**config.mk**
```make
export PLATFORM = sky130hd
export DESIGN_NAME = sram_arbiter
export DESIGN_NICKNAME = d
export VERILOG_FILES = /design/src/rtl/sram_arbiter.sv
export SDC_FILE = /design/constraint.sdc
export NUM_CORES = 1
export LEC_CHECK = 0
export ABC_AREA = 1
export CORE_AREA = 2 2 87 81
export CTS_CLUSTER_SIZE = 12
export DETAILED_ROUTE_END_ITERATION = 8
export DIE_AREA = 0 0 89 83
export GPL_ROUTABILITY_DRIVEN = 1
export PLACE_DENSITY = 0.79
export SYNTH_ARGS = -nofsm -noshare
export SYNTH_HDL_FRONTEND = slang
export SYNTH_SLANG_ARGS = --single-unit
```
**constraint.sdc**
```tcl
create_clock -name clk_i -period 1.5 [get_ports clk_i]
set_input_delay 0.225 -clock clk_i [delete_from_list [all_inputs] [get_ports clk_i]]
set_output_delay 0.225 -clock clk_i [all_outputs]
set_load 0.03 [all_outputs]
```
**src/rtl/sram_arbiter.sv**
```systemverilog
// sram_arbiter: two-port req/ack arbiter driving an 8-bit async SRAM.
// Optional round-robin tie-break: define SRAM_ARB_RR_EN.
module sram_arbiter #(
    parameter int ADDR_W      = 20,
    parameter int WAIT_CYCLES = 2
) (
    input  logic              clk_i,
    input  logic              reset_n_i,
    input  logic              a_req_i,
    input  logic              a_we_i,
    input  logic [ADDR_W-1:0] a_addr_i,
    input  logic [7:0]        a_data_i,
    output logic              a_ack_o,
    output logic [7:0]        a_data_o,
    input  logic              b_req_i,
    input  logic              b_we_i,
    input  logic [ADDR_W-1:0] b_addr_i,
    input  logic [7:0]        b_data_i,
    output logic              b_ack_o,
    output logic [7:0]        b_data_o,
    output logic [ADDR_W-1:0] sram_addr_o,
    output logic [7:0]        sram_data_o,
    input  logic [7:0]        sram_data_i,
    output logic              sram_data_oe_o,
    output logic              sram_we_n_o,
    output logic              sram_oe_n_o,
    output logic              busy_o,
    output logic              grant_b_o
);

    typedef enum logic [1:0] {IDLE, SETUP, ACCESS, DONE} state_t;

    localparam logic [3:0] CNT_LOAD = 4'(WAIT_CYCLES - 1);

    state_t            state_q, state_d;
    logic [3:0]        cnt_q, cnt_d;
    logic              we_q, we_d;
    logic [ADDR_W-1:0] addr_q, addr_d;
    logic [7:0]        wdata_q, wdata_d;
    logic              doe_q, doe_d;
    logic              we_n_q, we_n_d;
    logic              oe_n_q, oe_n_d;
    logic              grant_b_q, grant_b_d;
    logic              a_ack_q, a_ack_d;
    logic              b_ack_q, b_ack_d;
    logic [7:0]        a_rdata_q, a_rdata_d;
    logic [7:0]        b_rdata_q, b_rdata_d;
    logic              pick_b;
    logic              new_we;

`ifdef SRAM_ARB_RR_EN
    logic last_b_q, last_b_d;

    // Reset to B so that A wins the first tie.
    always_ff @(posedge clk_i or negedge reset_n_i) begin
        if (!reset_n_i) last_b_q <= 1'b1;
        else            last_b_q <= last_b_d;
    end

    always_comb begin
        last_b_d = last_b_q;
        if (state_q == IDLE && (a_req_i || b_req_i)) last_b_d = pick_b;
    end

    assign pick_b = b_req_i && (!a_req_i || !last_b_q);
`else
    assign pick_b = !a_req_i;
`endif

    assign new_we = pick_b ? b_we_i : a_we_i;

    always_comb begin
        state_d   = state_q;
        cnt_d     = cnt_q;
        we_d      = we_q;
        addr_d    = addr_q;
        wdata_d   = wdata_q;
        doe_d     = doe_q;
        we_n_d    = we_n_q;
        oe_n_d    = oe_n_q;
        grant_b_d = grant_b_q;
        a_ack_d   = 1'b0;
        b_ack_d   = 1'b0;
        a_rdata_d = a_rdata_q;
        b_rdata_d = b_rdata_q;
        unique case (state_q)
            IDLE: begin
                if (a_req_i || b_req_i) begin
                    state_d   = SETUP;
                    grant_b_d = pick_b;
                    we_d      = new_we;
                    addr_d    = pick_b ? b_addr_i : a_addr_i;
                    if (new_we) wdata_d = pick_b ? b_data_i : a_data_i;
                    oe_n_d    = new_we;
                    doe_d     = new_we;
                end
            end
            SETUP: begin
                state_d = ACCESS;
                cnt_d   = CNT_LOAD;
                if (we_q) we_n_d = 1'b0;
            end
            ACCESS: begin
                if (cnt_q == 4'd0) begin
                    state_d = DONE;
                    we_n_d  = 1'b1;
                    if (!we_q) begin
                        if (grant_b_q) b_rdata_d = sram_data_i;
                        else           a_rdata_d = sram_data_i;
                    end
                end else begin
                    cnt_d = cnt_q - 4'd1;
                end
            end
            DONE: begin
                state_d = IDLE;
                oe_n_d  = 1'b1;
                doe_d   = 1'b0;
                a_ack_d = !grant_b_q;
                b_ack_d = grant_b_q;
            end
            default: state_d = IDLE;
        endcase
    end

    always_ff @(posedge clk_i or negedge reset_n_i) begin
        if (!reset_n_i) begin
            state_q   <= IDLE;
            cnt_q     <= 4'd0;
            we_q      <= 1'b0;
            addr_q    <= '0;
            wdata_q   <= 8'h00;
            doe_q     <= 1'b0;
            we_n_q    <= 1'b1;
            oe_n_q    <= 1'b1;
            grant_b_q <= 1'b0;
            a_ack_q   <= 1'b0;
            b_ack_q   <= 1'b0;
            a_rdata_q <= 8'h00;
            b_rdata_q <= 8'h00;
        end else begin
            state_q   <= state_d;
            cnt_q     <= cnt_d;
            we_q      <= we_d;
            addr_q    <= addr_d;
            wdata_q   <= wdata_d;
            doe_q     <= doe_d;
            we_n_q    <= we_n_d;
            oe_n_q    <= oe_n_d;
            grant_b_q <= grant_b_d;
            a_ack_q   <= a_ack_d;
            b_ack_q   <= b_ack_d;
            a_rdata_q <= a_rdata_d;
            b_rdata_q <= b_rdata_d;
        end
    end

    assign a_ack_o        = a_ack_q;
    assign b_ack_o        = b_ack_q;
    assign a_data_o       = a_rdata_q;
    assign b_data_o       = b_rdata_q;
    assign sram_addr_o    = addr_q;
    assign sram_data_o    = wdata_q;
    assign sram_data_oe_o = doe_q;
    assign sram_we_n_o    = we_n_q;
    assign sram_oe_n_o    = oe_n_q;
    assign busy_o         = (state_q != IDLE);
    assign grant_b_o      = grant_b_q;

endmodule

```
-- Word-level counts from Yosys, hierarchy flattened
Cells that the tools add are included.
- register bits: 57
- bits in latches: 0
- bits in writable memories: 0
- bits in read-only memories: 0
- input port bits: 70
- output and inout port bits: 51
- word-level logic and storage cells: 55
- memories: 0
- $add $sub $neg: 1
- multiply operators: 0
- divide/modulo/power cells: 0
- $lt $le $gt $ge: 0
- equal/unequal tests: 7
- shift operators: 0
- mux-type cells: 16
- bitwise logic cells: 2
- reductions and logical operators: 16
- operators by type and width (cell ; count):
    $mux W20 ; 1
    $mux W8 ; 1
    $ne A2 B2 Y1 const B ; 4
    $pmux W2 S4 ; 1
    $pmux W4 S2 ; 1
    $reduce_and A2 Y1 ; 4
    $reduce_and A4 Y1 ; 2
    $mux W1 ; 6
    $pmux W1 S2 ; 3
    $reduce_and A3 Y1 ; 2
    $reduce_bool A2 Y1 ; 3
    $eq A2 B2 Y1 const B ; 2
    $logic_not A4 Y1 ; 1
    $mux W2 ; 2
    $mux W4 ; 1
    $sub A4 B1 Y4 const B ; 1
    $eq A2 B1 Y1 const B ; 1
    $logic_not A1 Y1 ; 2
    $logic_not A2 Y1 ; 1
    $not A1 Y1 ; 2
    $logic_or A1 B1 Y1 ; 1

-- Depth between registers and ports, before layout
Gate-level depths: netlist of the first run.
- depth in word-level cells: 3
- gate-level depth with buffers: 8
- gate-level depth less buffers: 7

-- Least setup slack after synthesis of the first run
OpenSTA, ideal clock, no wires.
- path kind: flip-flop to flip-flop
- start: register state_q[0]
- end: register wdata_q[0] (netlist: sram_data_o[0])
- arrival time: 1.342 ns
- data required time: 1.373 ns
- slack: 0.031 ns
- stages on the path, launching flop included: 9
- path buffers: 1
- period minus slack after synthesis: 1.469 ns
- cell sequence: dfrtp_1 -> inv_1 -> ha_1 -> inv_2 -> nor2_4 -> nand2_2 -> buf_4 -> nand2_1 -> o21ai_0
- cells in the longest elaborated chain, start to end: 2
- ends and longest elaborated chain (what ; line ; text):
    start: declaration ; 35 ; state_t state_q, state_d;
    start signal: assignment ; 142 ; state_q <= state_d;
    $logic_not A2 Y1 ; 86 ; unique case (state_q)
    $reduce_and A3 Y1 (no line) ; -- ;
    end signal: assignment ; 146 ; wdata_q <= wdata_d;
    end: declaration ; 39 ; logic [7:0] wdata_q, wdata_d;
Every way passes these cells.
A chain may end at the register's enable or synchronous reset.

-- Worst setup path after layout of the first run
- start: register oe_n_q (netlist: sram_oe_n_o)
- end: output sram_oe_n_o
- RTL lines (what ; line ; text):
    start: declaration ; 42 ; logic oe_n_q, oe_n_d;
    start signal: assignment ; 149 ; oe_n_q <= oe_n_d;
    end: declaration ; 26 ; output logic sram_oe_n_o,
No word-level cell between the ends.

==> impl_metrics.csv, run 1 <==
group,metric,value,unit
cells_and_area,diodes,0,
status,status,"finished, final reports clean",
cells_and_area,final_util,65.26,%
sta,finalSetupViolCount,0,
logic_synthesis,synth_seq_area_share,55.09,%
power,seqPwrFrac,31.4,%
sta,holdWs,0.4089,ns
routing,wl_per_cell,12.99,um
cells_and_area,most-common-layout-cells,"81 x nand2_1, 68 x clkdlybuf4s50_1, 55 x dfrtp_1, 49 x dlygate4sd2_1, 26 x nor2_1",
cells_and_area,final_common_cell,"nand2_1",
cells_and_area,fillers,556,
worst_setup_path,slowest_delay,0.53,ns
clock_tree,cts_buffers,9,
global_route,antenna_found_initial,0,
worst_setup_path,required,1.27,ns
sta,period_share,97.74,%
sta,fmax,682.1,MHz
clock_tree,htree_levels,3,
global_route,grt_pass1_wl,10.70,mm
routing,vias_per_cell,4.649,
place,finalWeightedCongestion,0.7372,
routing,firstDrtPassIters,4,
global_route,grt_pass1_vias,2354,
clock_tree,clk_latency,0.33,ns
routing,antenna_left,0,
min_path,min_path_type,"in2async",
global_route,grt_max_degree,31,
cells_and_area,finalNetCount,499,
worst_setup_path,cp_top_family,"flip-flops",
routing,vias,2413,
power,netSwitchingFraction,45.41,%
power,p_comb_share,54.5,%
power,vdd.ir_drop.worst,988.2,uV
sta,fin_crit,1.466,ns
run,maxCapViolCount,0,
clock_tree,cts_tree,"built",
sta,tightest_slew,0.5296,ns
die,start_util,40.24,%
sta,hold_viol,0,
worst_setup_path,cp.arrival,1.24,ns
global_route,overflow,0,
worst_setup_path,startpoint,"sram_oe_n_o$_DFFE_PN1P_",
logic_synthesis,yosysWarnings,0,
cells_and_area,areaGrowthSynthToFinish,62.18,%
clock_tree,clkTransAtPathRegs,0.06,ns
cells_and_area,drive_above_1_share,14.69,%
worst_setup_path,crit_type,"reg2out",
place,dp_slack,-0.1960,ns
power,p_sw,3.890,mW
worst_setup_path,timing.rr.start,"cnt_q[0]$_DFFE_PN0P_",
clock_tree,clock-sinks,57,
die,core_area,6446,um2
sta,fin_ws,0.03390,ns
logic_synthesis,synthArstFlopShare,100.0,%
place,hpwl,4.966,mm
logic_synthesis,synth_edf_count,0,
sta,maxSlewHeadroom,64.69,%
logic_synthesis,synth-seq-cells,57,
routing,detail_route.iter0.violations,46,
worst_setup_path,critical_path.max_fanout,2,
worst_setup_path,reg2reg_depth,8,
power,power_frac_clock,14.1,%
power,leakagePower,1.991,nW
routing,drc,0,
routing,wl,6.740,mm
logic_synthesis,synth_fp_nets,362,
logic_synthesis,synth_cell_types,26,
worst_setup_path,r2r_slack,0.07,ns
global_route,grt_util_all_layers,18.71,%
power,p_int,4.677,mW
die,die-area,7387,um2
die,die_h,83,um
logic_synthesis,syn_inst,287,
logic_synthesis,syn_area,2594,um2
worst_setup_path,crit_path_end_kind,"primary output",
die,dieWidth,89,um
logic_synthesis,synth_top_flop_cell,"dfrtp_1",
die,io_pins,121,
die,rows,28,
logic_synthesis,synth_area_per_cell,9.037,um2
sta,report.final.slew_viol_count,0,
clock_tree,clockRootBuffer,"clkbuf_8",
worst_setup_path,timing.rr.end,"a_data_o[7]$_DFFE_PN0P_",
worst_setup_path,critPathSlowestCell,"dfstp_2",
worst_setup_path,start_kind,"flop",
sta,finClkSkew,0.007152,ns
place,io_buffers,120,
clock_tree,clk_path_buf_depth,2,
power,powerDensity,2037,nW/um2
worst_setup_path,path_buf_inv,1,
worst_setup_path,crit_chain,"dlygate4sd2_1",
sta,grt_setup_unrepaired,"yes",
[layer usage]
metal | part of all wire, % | track usage [%] | vias to the layer above
met1 | 42 | 23.40 | 1084
met5 | 0 | 0 | -
li1 | - | - | 1208
met4 | 1.9 | 7.327 | 0
met3 | 11 | 7.952 | 11
met2 | 45 | 28.49 | 110
[kinds of logic (layout without fill, tap and decap cells)]
| kind of cell | after synthesis | count (layout) | synth area share (%) |
|---|---|---|---|
| flops | 57 | 57 | 55.09 |
| simple gates | 127 | 128 | 19.63 |
| buf+inv | 35 | 176 | 6.609 |
| compound gates | 54 | 54 | 12.83 |
| mux | 8 | 8 | 3.087 |
| fa+ha+maj | 5 | 5 | 2.412 |
| xor+xnor | 1 | 1 | 0.3377 |
[registers in the layout, indices dropped and copies added, names as in the netlist]
signal,flops
sram_addr_o,20
a_data_o,8
b_data_o,8
sram_data_o,8
cnt_q,4
state_q,2
a_ack_o,1
b_ack_o,1
grant_b_o,1
sram_data_oe_o,1
sram_oe_n_o,1
sram_we_n_o,1
we_q,1
[synthesized netlist by cell type, types with 2 or more instances]
library cell   n  share of area (%)
buf_4          3               0.87
dfstp_2        2                2.0
nor2_1        27                3.9
nand2_1       86                 12
mux2i_1        8                3.1
a31oi_1       20                4.8
buf_2          5               0.96
o21ai_0       16                3.1
nand3_1        5               0.96
dfrtp_1       55                 53
o21ai_2        8                2.7
nand2_2        3               0.72
ha_1           5                2.4
buf_6          3                1.3
inv_1         21                3.0
o21ai_1        8                1.5
nor2_2         2               0.48
clkbuf_1       2               0.29
[final cells by class]
cell class / instances / area [um2] / share of cell area (%)
Timing Repair Buffer: 138 / 1324 / 31.47
Multi-Input combinational cell: 196 / 1097 / 26.09
Sequential cell: 57 / 1429 / 33.97
Tap cell: 90 / 112.6 / 2.677
Clock inverter: 1 / 5.005 / 0.1190
Inverter: 22 / 82.58 / 1.963
Clock buffer: 15 / 156.4 / 3.718
[metrics by stage]
step           setup TNS (ns)  power, mW  area, um2  std cells
5_1_grt              -0.02093      9.198       4207        519
3_3_place_gp           -1.145      7.409       3961        499
4_1_cts               -0.5722      8.349       4089        516
2_1_floorplan               0      5.477       2594        287
6_report                    0      8.567       4207        519
3_5_place_dp           -2.968      7.550       3961        499
[worst max-delay path by stage]
| stage | endpoint | cells past startpoint |
|---|---|---|
| 6_report | sram_oe_n_o | 1 |
| 5_1_grt | a_data_o[4]$_DFFE_PN0P_ | 8 |
| 4_1_cts | b_data_o[1]$_DFFE_PN0P_ | 7 |
| 3_5_place_dp | sram_data_o[1]$_DFFE_PN0P_ | 5 |
| 2_1_floorplan | sram_data_o[0]$_DFFE_PN0P_ | 8 |
| 3_3_place_gp | sram_data_o[7]$_DFFE_PN0P_ | 6 |
[worst reg2reg max path, stage by stage, from the launching register on]
cell and delay, ns:
dfrtp_1 0.40, inv_2 0.09, ha_4 0.15, nand3_4 0.09
nor2_4 0.17, buf_12 0.14, nand2_8 0.10, nand2_1 0.12
o21ai_2 0.05
[timing repair]
item	4_1_cts	5_1_grt
pin swaps	0	3
gates resized for setup	56	19
setup endpoints to repair	77	27
cloned	0	1
endpoints found under the hold margin	17	0
hold buffers	1	0
buffers inserted	0	2
[power groups by stage]
stage / logic, mW / clock network, mW / registers, mW
finish: 4.67 / 1.20 / 2.69
global route: 5.12 / 1.29 / 2.79
CTS: 4.44 / 1.24 / 2.67
detailed placement: 4.84 / 0 / 2.71
global placement: 4.72 / 0 / 2.69
floorplan: 1.50 / 0 / 3.98
Power figures use the tool's default switching activity.
==> run 2, diff against run 1 <==
==> constraint.sdc (replaced) <==
create_clock -name clk_i -period 1.45 [get_ports clk_i]
set_input_delay 0.2175 -clock clk_i [delete_from_list [all_inputs] [get_ports clk_i]]
set_output_delay 0.2175 -clock clk_i [all_outputs]
set_load 0.03 [all_outputs]
==> impl_metrics.csv, run 2 (synthesis results as in run 1) <==
group,metric,value,unit
worst_setup_path,crit_path_end_kind,"primary output",
cells_and_area,fillers,547,
status,status,"finished, final reports clean",
cells_and_area,final_cell_area,4352,um2
power,power_frac_clock,18.7,%
worst_setup_path,start_kind,"flop",
power,p_int,5.501,mW
sta,fmax,717.1,MHz
cells_and_area,final-seq-area,1429,um2
power,p_comb_share,52.5,%
run,maxCapViolCount,0,
routing,vias_per_cell,4.629,
place,io_buffers,120,
die,rows,28,
die,io_pins,121,
global_route,grt_pass1_wl,10.65,mm
worst_setup_path,critPathSlowestCell,"dfrtp_1",
die,core_area,6446,um2
cells_and_area,drive_above_1_share,16.97,%
power,p_sw,4.113,mW
global_route,grt_util_all_layers,18.58,%
clock_tree,htree_levels,3,
routing,detail_route.iter0.violations,74,
worst_setup_path,cp_top_family,"flip-flops",
place,finalWeightedCongestion,0.7623,
clock_tree,clock-sinks,57,
die,dieWidth,89,um
worst_setup_path,reg2reg_depth,8,
cells_and_area,largest_reg_flops,20,
power,power.total,9.614,mW
sta,tightest_slew,0.3681,ns
power,vdd.ir_drop.worst,1042,uV
clock_tree,clockRootBuffer,"clkbuf_8",
routing,wl,6.832,mm
cells_and_area,most-common-layout-cells,"82 x nand2_1, 68 x clkdlybuf4s50_1, 55 x dfrtp_1, 48 x dlygate4sd2_1, 26 x nor2_1",
cells_and_area,diodes,0,
place,place_area,4019,um2
global_route,grt_pass1_vias,2353,
power,netSwitchingFraction,42.78,%
global_route,overflow,0,
die,die_h,83,um
cells_and_area,areaGrowthSynthToFinish,67.78,%
min_path,min_path_type,"in2async",
sta,period_share,96.18,%
cells_and_area,multi_input_area,1080,um2
clock_tree,cts_tree,"built",
global_route,antenna_found_initial,0,
die,start_util,40.24,%
worst_setup_path,slowest_delay,0.38,ns
worst_setup_path,path_buf_inv,3,
power,powerDensity,2209,nW/um2
worst_setup_path,required,1.23,ns
clock_tree,clk_latency,0.33,ns
power,seqPwrFrac,28.8,%
global_route,grt_max_degree,58,
clock_tree,cts_buffers,9,
routing,drc,0,
cells_and_area,finalNetCount,506,
worst_setup_path,crit_chain,"inv_2 > ha_4 > inv_2 > buf_6",
clock_tree,clkTransAtPathRegs,0.06,ns
power,leakagePower,2.074,nW
sta,finClkSkew,0.004213,ns
worst_setup_path,critical_path.max_fanout,3,
sta,finalSetupViolCount,0,
cells_and_area,final_common_cell,"nand2_1",
routing,vias,2435,
worst_setup_path,crit_type,"reg2out",
sta,hold_viol,0,
routing,wl_per_cell,12.99,um
sta,fin_crit,1.395,ns
routing,antenna_left,0,
place,hpwl,4.838,mm
clock_tree,clk_path_buf_depth,2,
sta,report.final.slew_viol_count,0,
sta,maxSlewHeadroom,75.43,%
worst_setup_path,cp.arrival,1.18,ns
worst_setup_path,cp_num_cells,4,
routing,firstDrtPassIters,4,
die,die-area,7387,um2
worst_setup_path,cp_common_cell,"inv_2",
run 2: cell types whose count changed in the layout (fill, tap and decap cells not counted), moves of 2 or more:
cell	change
clkdlybuf4s15_2	+2
clkinv_2	+2
buf_4	+5
buf_12	+2
bufinv_16	+3
clkbuf_1	-5
run 2: what timing repair did:
item,CTS,global route
hold buffers,1,0
pin swaps,2,3
setup endpoints to repair,73,31
gates resized for setup,56,16
setup buffers,4,1
cloned,0,1
endpoints found under the hold margin,55,0
run 2: routing by layer:
| layer | up-vias | track usage (%) | wire [um] |
|---|---|---|---|
| met5 | - | 0 | 0 |
| met4 | 0 | 7.327 | 103 |
| met3 | 11 | 5.964 | 553 |
| met2 | 90 | 29.10 | 3271 |
| met1 | 1102 | 23.67 | 2902 |
| li1 | 1232 | - | - |
run 2: power groups by stage:
stage	logic, mW	clock network [mW]	registers [mW]
after floorplan	1.55	0	4.12
final	5.04	1.80	2.77
after global routing	5.46	1.90	2.86
after CTS	4.78	1.83	2.76
after detailed placement	5.14	0	2.80
after global placement	5.04	0	2.77
run 2: through the flow:
stage	instances	hold slack, ns	worst slack [ns]	utilization [%]	TNS (ns)
2_1_floorplan	287	-0.07809	0.005973	-	0
3_3_place_gp	503	0.2395	-0.07928	62.34	-1.245
3_5_place_dp	503	0.2397	-0.2139	62.34	-4.315
4_1_cts	524	0.4219	-0.07406	65.84	-0.8638
5_1_grt	526	0.4495	-0.01169	67.51	-0.02367
6_report	526	0.4202	0.05543	67.51	0
run 2: worst paths after layout:
check | from | end | slack, ns
setup / recovery | state_q[1]$_DFFE_PN0P_ | busy_o | 0.06
hold / removal | reset_n_i | a_data_o[5]$_DFFE_PN0P_ | 0.42
setup reg to reg | cnt_q[0]$_DFFE_PN0P_ | b_data_o[3]$_DFFE_PN0P_ | 0.06
hold reg to reg | sram_we_n_o$_DFFE_PN1P_ | sram_we_n_o$_DFFE_PN1P_ | 0.47
max in group asynchronous | reset_n_i | sram_we_n_o$_DFFE_PN1P_ | 0.75
min in group clk_i | b_addr_i[5] | sram_addr_o[5]$_DFFE_PN0P_ | 0.44
run 2: worst register-to-register path, cell delays in order (launching register included):
cell and delay (ns):
dfrtp_1 0.38, inv_1 0.12, ha_4 0.15, nand3_2 0.10, nor2_4 0.14, buf_12 0.14
nand2_8 0.10, nand2_1 0.10, o21ai_2 0.05
run 2: area by class of cell:
| class | count | share of cell area, % |
|---|---|---|
| inverter | 22 | 1.898 |
| clock inverter | 6 | 2.415 |
| timing repair buffer | 145 | 32.29 |
| clock buffer | 10 | 3.163 |
| tap | 90 | 2.588 |
| sequential | 57 | 32.83 |
| multi-input combinational | 196 | 24.81 |
